`src/rtl/muldiv_unit.sv`:
```
`default_nettype none
// ============================================================================
// Module      : muldiv_unit
// Description : Iterative RV32M multiply/divide unit, fixed XLEN+1 cycle
//               latency from accept to done pulse.
// Revision    : 1.0 - initial release
// ============================================================================
module muldiv_unit #(
    parameter int XLEN = 32
) (
    input  logic            clk,
    input  logic            rst,
    input  logic            start,
    input  logic [2:0]      op,
    input  logic [XLEN-1:0] rs1_val,
    input  logic [XLEN-1:0] rs2_val,
    input  logic [4:0]      rd_in,
    output logic            busy,
    output logic            done,
    output logic [XLEN-1:0] result,
    output logic [4:0]      rd_out
);

    localparam int c_cnt_w = $clog2(XLEN) + 1;
    localparam logic [c_cnt_w-1:0] c_last = c_cnt_w'(XLEN - 1);

    localparam logic [1:0] c_st_idle = 2'd0;
    localparam logic [1:0] c_st_calc = 2'd1;
    localparam logic [1:0] c_st_done = 2'd2;

    localparam logic [2:0] c_op_mul    = 3'd0;
    localparam logic [2:0] c_op_mulh   = 3'd1;
    localparam logic [2:0] c_op_mulhsu = 3'd2;
    localparam logic [2:0] c_op_mulhu  = 3'd3;
    localparam logic [2:0] c_op_div    = 3'd4;
    localparam logic [2:0] c_op_divu   = 3'd5;
    localparam logic [2:0] c_op_rem    = 3'd6;
    localparam logic [2:0] c_op_remu   = 3'd7;

    logic [1:0]          r_state;
    logic [1:0]          w_state_next;
    logic [c_cnt_w-1:0]  r_count;
    logic [2:0]          r_op;
    logic [4:0]          r_rd;
    logic [XLEN-1:0]     r_hi;
    logic [XLEN-1:0]     r_lo;
    logic [XLEN-1:0]     r_m;
    logic                r_neg_res;
    logic                r_neg_rem;
    logic                r_div0;

    logic                w_accept;
    logic                w_last;
    logic                w_sgn_a;
    logic                w_sgn_b;
    logic                w_neg_a;
    logic                w_neg_b;
    logic [XLEN-1:0]     w_mag_a;
    logic [XLEN-1:0]     w_mag_b;
    logic [XLEN:0]       w_add;
    logic [XLEN:0]       w_shift;
    logic                w_fits;
    logic [XLEN-1:0]     w_diff;
    logic [XLEN-1:0]     w_hi_n;
    logic [XLEN-1:0]     w_lo_n;
    logic [2*XLEN-1:0]   w_prod;
    logic [2*XLEN-1:0]   w_prod_s;
    logic [XLEN-1:0]     w_quo;
    logic [XLEN-1:0]     w_rem;
    logic [XLEN-1:0]     w_res;

    // ---------------- control FSM ----------------
    always_ff @(posedge clk or posedge rst) begin
        if (rst) begin
            r_state <= c_st_idle;
        end else begin
            r_state <= w_state_next;
        end
    end

    always_comb begin
        w_state_next = r_state;
        case (r_state)
            c_st_idle: if (start) w_state_next = c_st_calc;
            c_st_calc: if (r_count == c_last) w_state_next = c_st_done;
            c_st_done: w_state_next = c_st_idle;
            default:   w_state_next = c_st_idle;
        endcase
    end

    assign w_accept = (r_state == c_st_idle) && start;
    assign w_last   = (r_state == c_st_calc) && (r_count == c_last);
    assign busy     = (r_state != c_st_idle);
    assign done     = (r_state == c_st_done);

    // ---------------- operand preparation ----------------
    assign w_sgn_a = (op == c_op_mulh) || (op == c_op_mulhsu) ||
                     (op == c_op_div)  || (op == c_op_rem);
    assign w_sgn_b = (op == c_op_mulh) || (op == c_op_div) || (op == c_op_rem);
    assign w_neg_a = w_sgn_a && rs1_val[XLEN-1];
    assign w_neg_b = w_sgn_b && rs2_val[XLEN-1];
    assign w_mag_a = w_neg_a ? (-rs1_val) : rs1_val;
    assign w_mag_b = w_neg_b ? (-rs2_val) : rs2_val;

    // ---------------- one iteration ----------------
    // Multiply: {r_hi,r_lo} is the product register, r_lo starts as multiplier.
    // Divide:   r_hi is the partial remainder, r_lo shifts dividend out / quotient in.
    assign w_add   = {1'b0, r_hi} + (r_lo[0] ? {1'b0, r_m} : {(XLEN+1){1'b0}});
    assign w_shift = {r_hi, r_lo[XLEN-1]};
    assign w_fits  = (w_shift >= {1'b0, r_m});
    assign w_diff  = w_shift[XLEN-1:0] - r_m;

    always_comb begin
        w_hi_n = w_add[XLEN:1];
        w_lo_n = {w_add[0], r_lo[XLEN-1:1]};
        if (r_op[2]) begin
            w_hi_n = w_fits ? w_diff : w_shift[XLEN-1:0];
            w_lo_n = {r_lo[XLEN-2:0], w_fits};
        end
    end

    // ---------------- sign fix-up and result select ----------------
    assign w_prod   = {w_hi_n, w_lo_n};
    assign w_prod_s = r_neg_res ? (-w_prod) : w_prod;
    assign w_quo    = r_neg_res ? (-w_lo_n) : w_lo_n;
    assign w_rem    = r_neg_rem ? (-w_hi_n) : w_hi_n;

    always_comb begin
        w_res = w_prod_s[XLEN-1:0];
        case (r_op)
            c_op_mul:                          w_res = w_prod_s[XLEN-1:0];
            c_op_mulh, c_op_mulhsu, c_op_mulhu: w_res = w_prod_s[2*XLEN-1:XLEN];
            c_op_div, c_op_divu:               w_res = r_div0 ? {XLEN{1'b1}} : w_quo;
            c_op_rem, c_op_remu:               w_res = w_rem;
            default:                           w_res = w_prod_s[XLEN-1:0];
        endcase
    end

    // ---------------- datapath registers ----------------
    always_ff @(posedge clk or posedge rst) begin
        if (rst) begin
            r_count   <= '0;
            r_op      <= '0;
            r_rd      <= '0;
            r_hi      <= '0;
            r_lo      <= '0;
            r_m       <= '0;
            r_neg_res <= 1'b0;
            r_neg_rem <= 1'b0;
            r_div0    <= 1'b0;
            result    <= '0;
            rd_out    <= '0;
        end else if (w_accept) begin
            r_count   <= '0;
            r_op      <= op;
            r_rd      <= rd_in;
            r_hi      <= '0;
            r_lo      <= op[2] ? w_mag_a : w_mag_b;
            r_m       <= op[2] ? w_mag_b : w_mag_a;
            r_neg_res <= w_neg_a ^ w_neg_b;
            r_neg_rem <= w_neg_a;
            r_div0    <= (rs2_val == '0);
        end else if (r_state == c_st_calc) begin
            r_count <= r_count + 1'b1;
            r_hi    <= w_hi_n;
            r_lo    <= w_lo_n;
            if (w_last) begin
                result <= w_res;
                rd_out <= r_rd;
            end
        end
    end

endmodule
`default_nettype wire
```
`config.mk`:
```
export PLATFORM = sky130hd
export DESIGN_NAME = muldiv_unit
export DESIGN_NICKNAME = d
export VERILOG_FILES = /design/src/rtl/muldiv_unit.sv
export SDC_FILE = /design/constraint.sdc
export NUM_CORES = 1
export LEC_CHECK = 0
export CORE_MARGIN = 2
export CORE_UTILIZATION = 55
export CTS_CLUSTER_DIAMETER = 100
export CTS_CLUSTER_SIZE = 28
export DETAILED_ROUTE_END_ITERATION = 10
export PLACE_DENSITY_LB_ADDON = 0.05
export SETUP_SLACK_MARGIN = 0.05
export SLEW_MARGIN = 20
export SYNTH_ARGS = -nofsm -noshare
export SYNTH_HDL_FRONTEND = slang
export SYNTH_SLANG_ARGS = --single-unit
```
`constraint.sdc`:
```
create_clock -name clk -period 6 [get_ports clk]
set_clock_uncertainty 0.1 [all_clocks]
set_input_delay 0.6 -clock clk [delete_from_list [all_inputs] [get_ports clk]]
set_output_delay 0.6 -clock clk [all_outputs]
set_load 0.01 [all_outputs]
```
==> run_results.csv <==
group,metric,value,unit
outcome,outcome,"complete, no violations",
placement,postPlaceCellArea,17700,um2
die,die_h,175,um
placement,place_congestion,0.999,
power_and_ir_drop,p_leak,7.30,nW
routing,ant_nets,0,
clock_tree,cts_tree,"built",
clock_tree,ctsHoldBuffers,0,
synthesis,async_flop_share,1.00,
timing,whs,0.372,ns
die,core-area,28800,um2
hold_path,hp-class,"reg2reg",
global_route,grt_pass1_wl,97400,um
routing,wl_per_cell,23.8,um
routing,drc,0,
routing,dr.pass1.iters,6,
die,die-area,30800,um2
placement,dpl.hpwl,48000,um
clock_tree,worstSkewPairLatency,0.47,ns
layout,stdcell_area,18300,um2
critical_path,critPathArrivalTime,6.00,ns
critical_path,worst_setup_path_end_kind,"flip-flop",
timing,post-route-period-util,0.963,
power_and_ir_drop,p_per_area,659,nW/um2
synthesis,synthesis.nets,2357,
global_route,grt_max_degree,104,
clock_tree,cts_max_level,4,
routing,vias_per_cell,6.83,
global_route,overflow,0,
clock_tree,clkTransAtPathRegs,0.08,ns
synthesis,synth_edf_count,0,
critical_path,reg2reg_setup_slack,0.22,ns
routing,dr_total_vias,18197,
timing,setup_violations,0,
timing,min_period,5.78,ns
die,fp-row-count,62,
power_and_ir_drop,ir_drop,0.302,mV
layout,fillers,2613,
layout,drive_gt1_frac,0.0684,
critical_path,reg2regPathDepth,19,
routing,drt_iter0_markers,2297,
clock_tree,cts_root_buffer,"clkbuf_16",
synthesis,syn_inst,2211,
run,drv_cap,0,
routing,drt-total-wl,63500,um
die,die_width,175,um
critical_path,cp-start-kind,"flip-flop",
timing,relSlewSlack,0.303,
synthesis,synth-seq-cells,152,
synthesis,synth_cell_type_count,90,
synthesis,syn_avg_cell_area,7.31,um2
layout,syn_to_final_growth,13.5,%
timing,final_hold_viol_count,0,
timing,setup_tns,0,ns
timing,maxSlewViolCount,0,
placement,io_buffers,113,
synthesis,synth_ff_type,"dfrtp_1",
hold_path,hold_end,"rd_out[1]",
layout,final_util,0.637,
global_route,grt_usage,0.411,
synthesis,ys_warn_count,0,
synthesis,ys_seq_area_frac,0.235,
clock_tree,cts_buffer_depth,2,
critical_path,path_class,"reg2reg",
timing,rsz0062_at_grt,"false",
critical_path,reg2reg_from,"r_hi[19]",
clock_tree,cts.sinks,152,
die,initial_core_util,0.562,
global_route,grt_pass1_vias,16976,
critical_path,crit-reg2reg-capture,"result[14]",
layout,nets,2414,
hold_path,hold_start,"r_rd[1]",
hold_path,min_path_cells,2,
critical_path,cp.required,6.22,ns
synthesis,syn_area,16200,um2
global_route,antenna_found_initial,2,
critical_path,worstPathMaxFanout,8,
timing,worst_slew_pin_slew,1.04,ns
die,io_pins,114,
timing,max_freq,173,MHz
clock_tree,tritoncts.num_buffers,17,
## Yosys cell counts, drive strengths merged, types with 14 or more instances
master    n  share of area
inv      65          0.015
a21o     29          0.013
ha       69          0.053
or3      18         0.0070
a211oi   28          0.013
o31ai    37          0.017
nor2    185          0.043
a31oi    32          0.012
xor2     67          0.036
buf      44          0.015
nand3    72          0.022
o211ai   65          0.031
and2     45          0.017
o21ai   240          0.074
nand2b   20         0.0077
mux2i    50          0.031
clkbuf   96          0.022
nor3     58          0.018
o21a     22          0.010
xnor2    89          0.048
nand2   285          0.066
or4      14         0.0067
nand4    23         0.0089
nor4     23         0.0097
a21oi   178          0.056
dfrtp   152           0.24
## report_power, final
part / switching, mW / internal (mW)
combinational: 5.90 / 3.22
sequential: 0.435 / 1.37
clock: 0.594 / 0.570
total: 6.93 / 5.16
## worst max path at each step
stage	start	endpoint	slack (ns)	cells past startpoint
after global placement	r_lo[0]	result[29]	0.25	15
after CTS	r_hi[17]	result[26]	0.22	19
after detailed placement	r_hi[17]	result[26]	0.23	19
final	r_hi[19]	result[14]	0.22	19
after floorplan	r_hi[19]	result[26]	0.35	22
after global routing	r_hi[19]	result[26]	0.1	19
## area by class of cell
| cell class | instances | area [um2] | share of cell area |
|---|---|---|---|
| inverters | 67 | 256 | 0.0140 |
| clock buffers | 17 | 425 | 0.0232 |
| repair buffers | 178 | 1630 | 0.0887 |
| multi-input cells | 1852 | 11500 | 0.630 |
| flip-flops and latches | 152 | 3810 | 0.208 |
| well taps | 384 | 480 | 0.0262 |
| clock inverters | 15 | 196 | 0.0107 |
| diodes | 1 | 2.50 | 0.000136 |
## logic make-up (layout without fill, tap and decap cells)
group	after synthesis	in the layout	share of synthesized area
compound gates	765	765	0.302
other cells	0	1	0
xor+xnor	156	156	0.0845
buf+inv	207	277	0.0525
flops	152	152	0.235
fa+ha+maj	71	71	0.0559
mux	56	56	0.0351
simple gates	804	804	0.235
## registers in the layout, indices dropped and copies added (netlist names)
register and count:
r_hi 32, r_lo 32, r_m 32, result 32, r_count 6, r_rd 5, rd_out 5, r_op 3
r_state 2, r_div0 1, r_neg_rem 1, r_neg_res 1
## metal layers
layer / wire length, um / global-route usage
met1: 24300 / 0.520
met2: 28300 / 0.647
met3: 6550 / 0.0853
met4: 4410 / 0.246
met5: 0 / 0
## cells in the final DEF (no fill, tap or decap), drive strengths merged, types with 67 or more instances in the layout
master         instances
a21oi                178
clkdlybuf4s50        112
dfrtp                152
ha                    69
inv                   71
nand2                285
nand3                 72
nor2                 185
o21ai                240
xnor2                 89
xor2                  67
## critical path: stages (launching register included)
cell and delay, ns:
dfrtp_1 0.43, ha_1 0.43, a21oi_2 0.25, o21ai_1 0.18, a211oi_2 0.32, o211a_1 0.28
a31oi_1 0.27, inv_2 0.14, ha_1 0.17, o21ai_0 0.14, or4b_1 0.61, or3_1 0.36
or2_1 0.26, nand3b_1 0.17, nand2b_1 0.20, or3_4 0.40, o21ai_0 0.39, o211ai_1 0.18
a32oi_1 0.26, o21ai_0 0.10
## repair_timing
| action | CTS | global route |
|---|---|---|
| buffers inserted | 0 | 0 |
| resized for setup | 0 | 6 |
| endpoints found under the setup margin | 0 | 7 |
## metrics by stage
| step | instances | total power, mW | setup WS, ns |
|---|---|---|---|
| after floorplan | 2211 | 7.66 | 0.352 |
| after global placement | 2633 | 10.4 | 0.247 |
| after detailed placement | 2633 | 10.5 | 0.228 |
| after CTS | 2665 | 11.7 | 0.220 |
| after global routing | 2665 | 12.8 | 0.0963 |
| final | 2666 | 12.1 | 0.222 |
(Power assumes the default switching activity.)
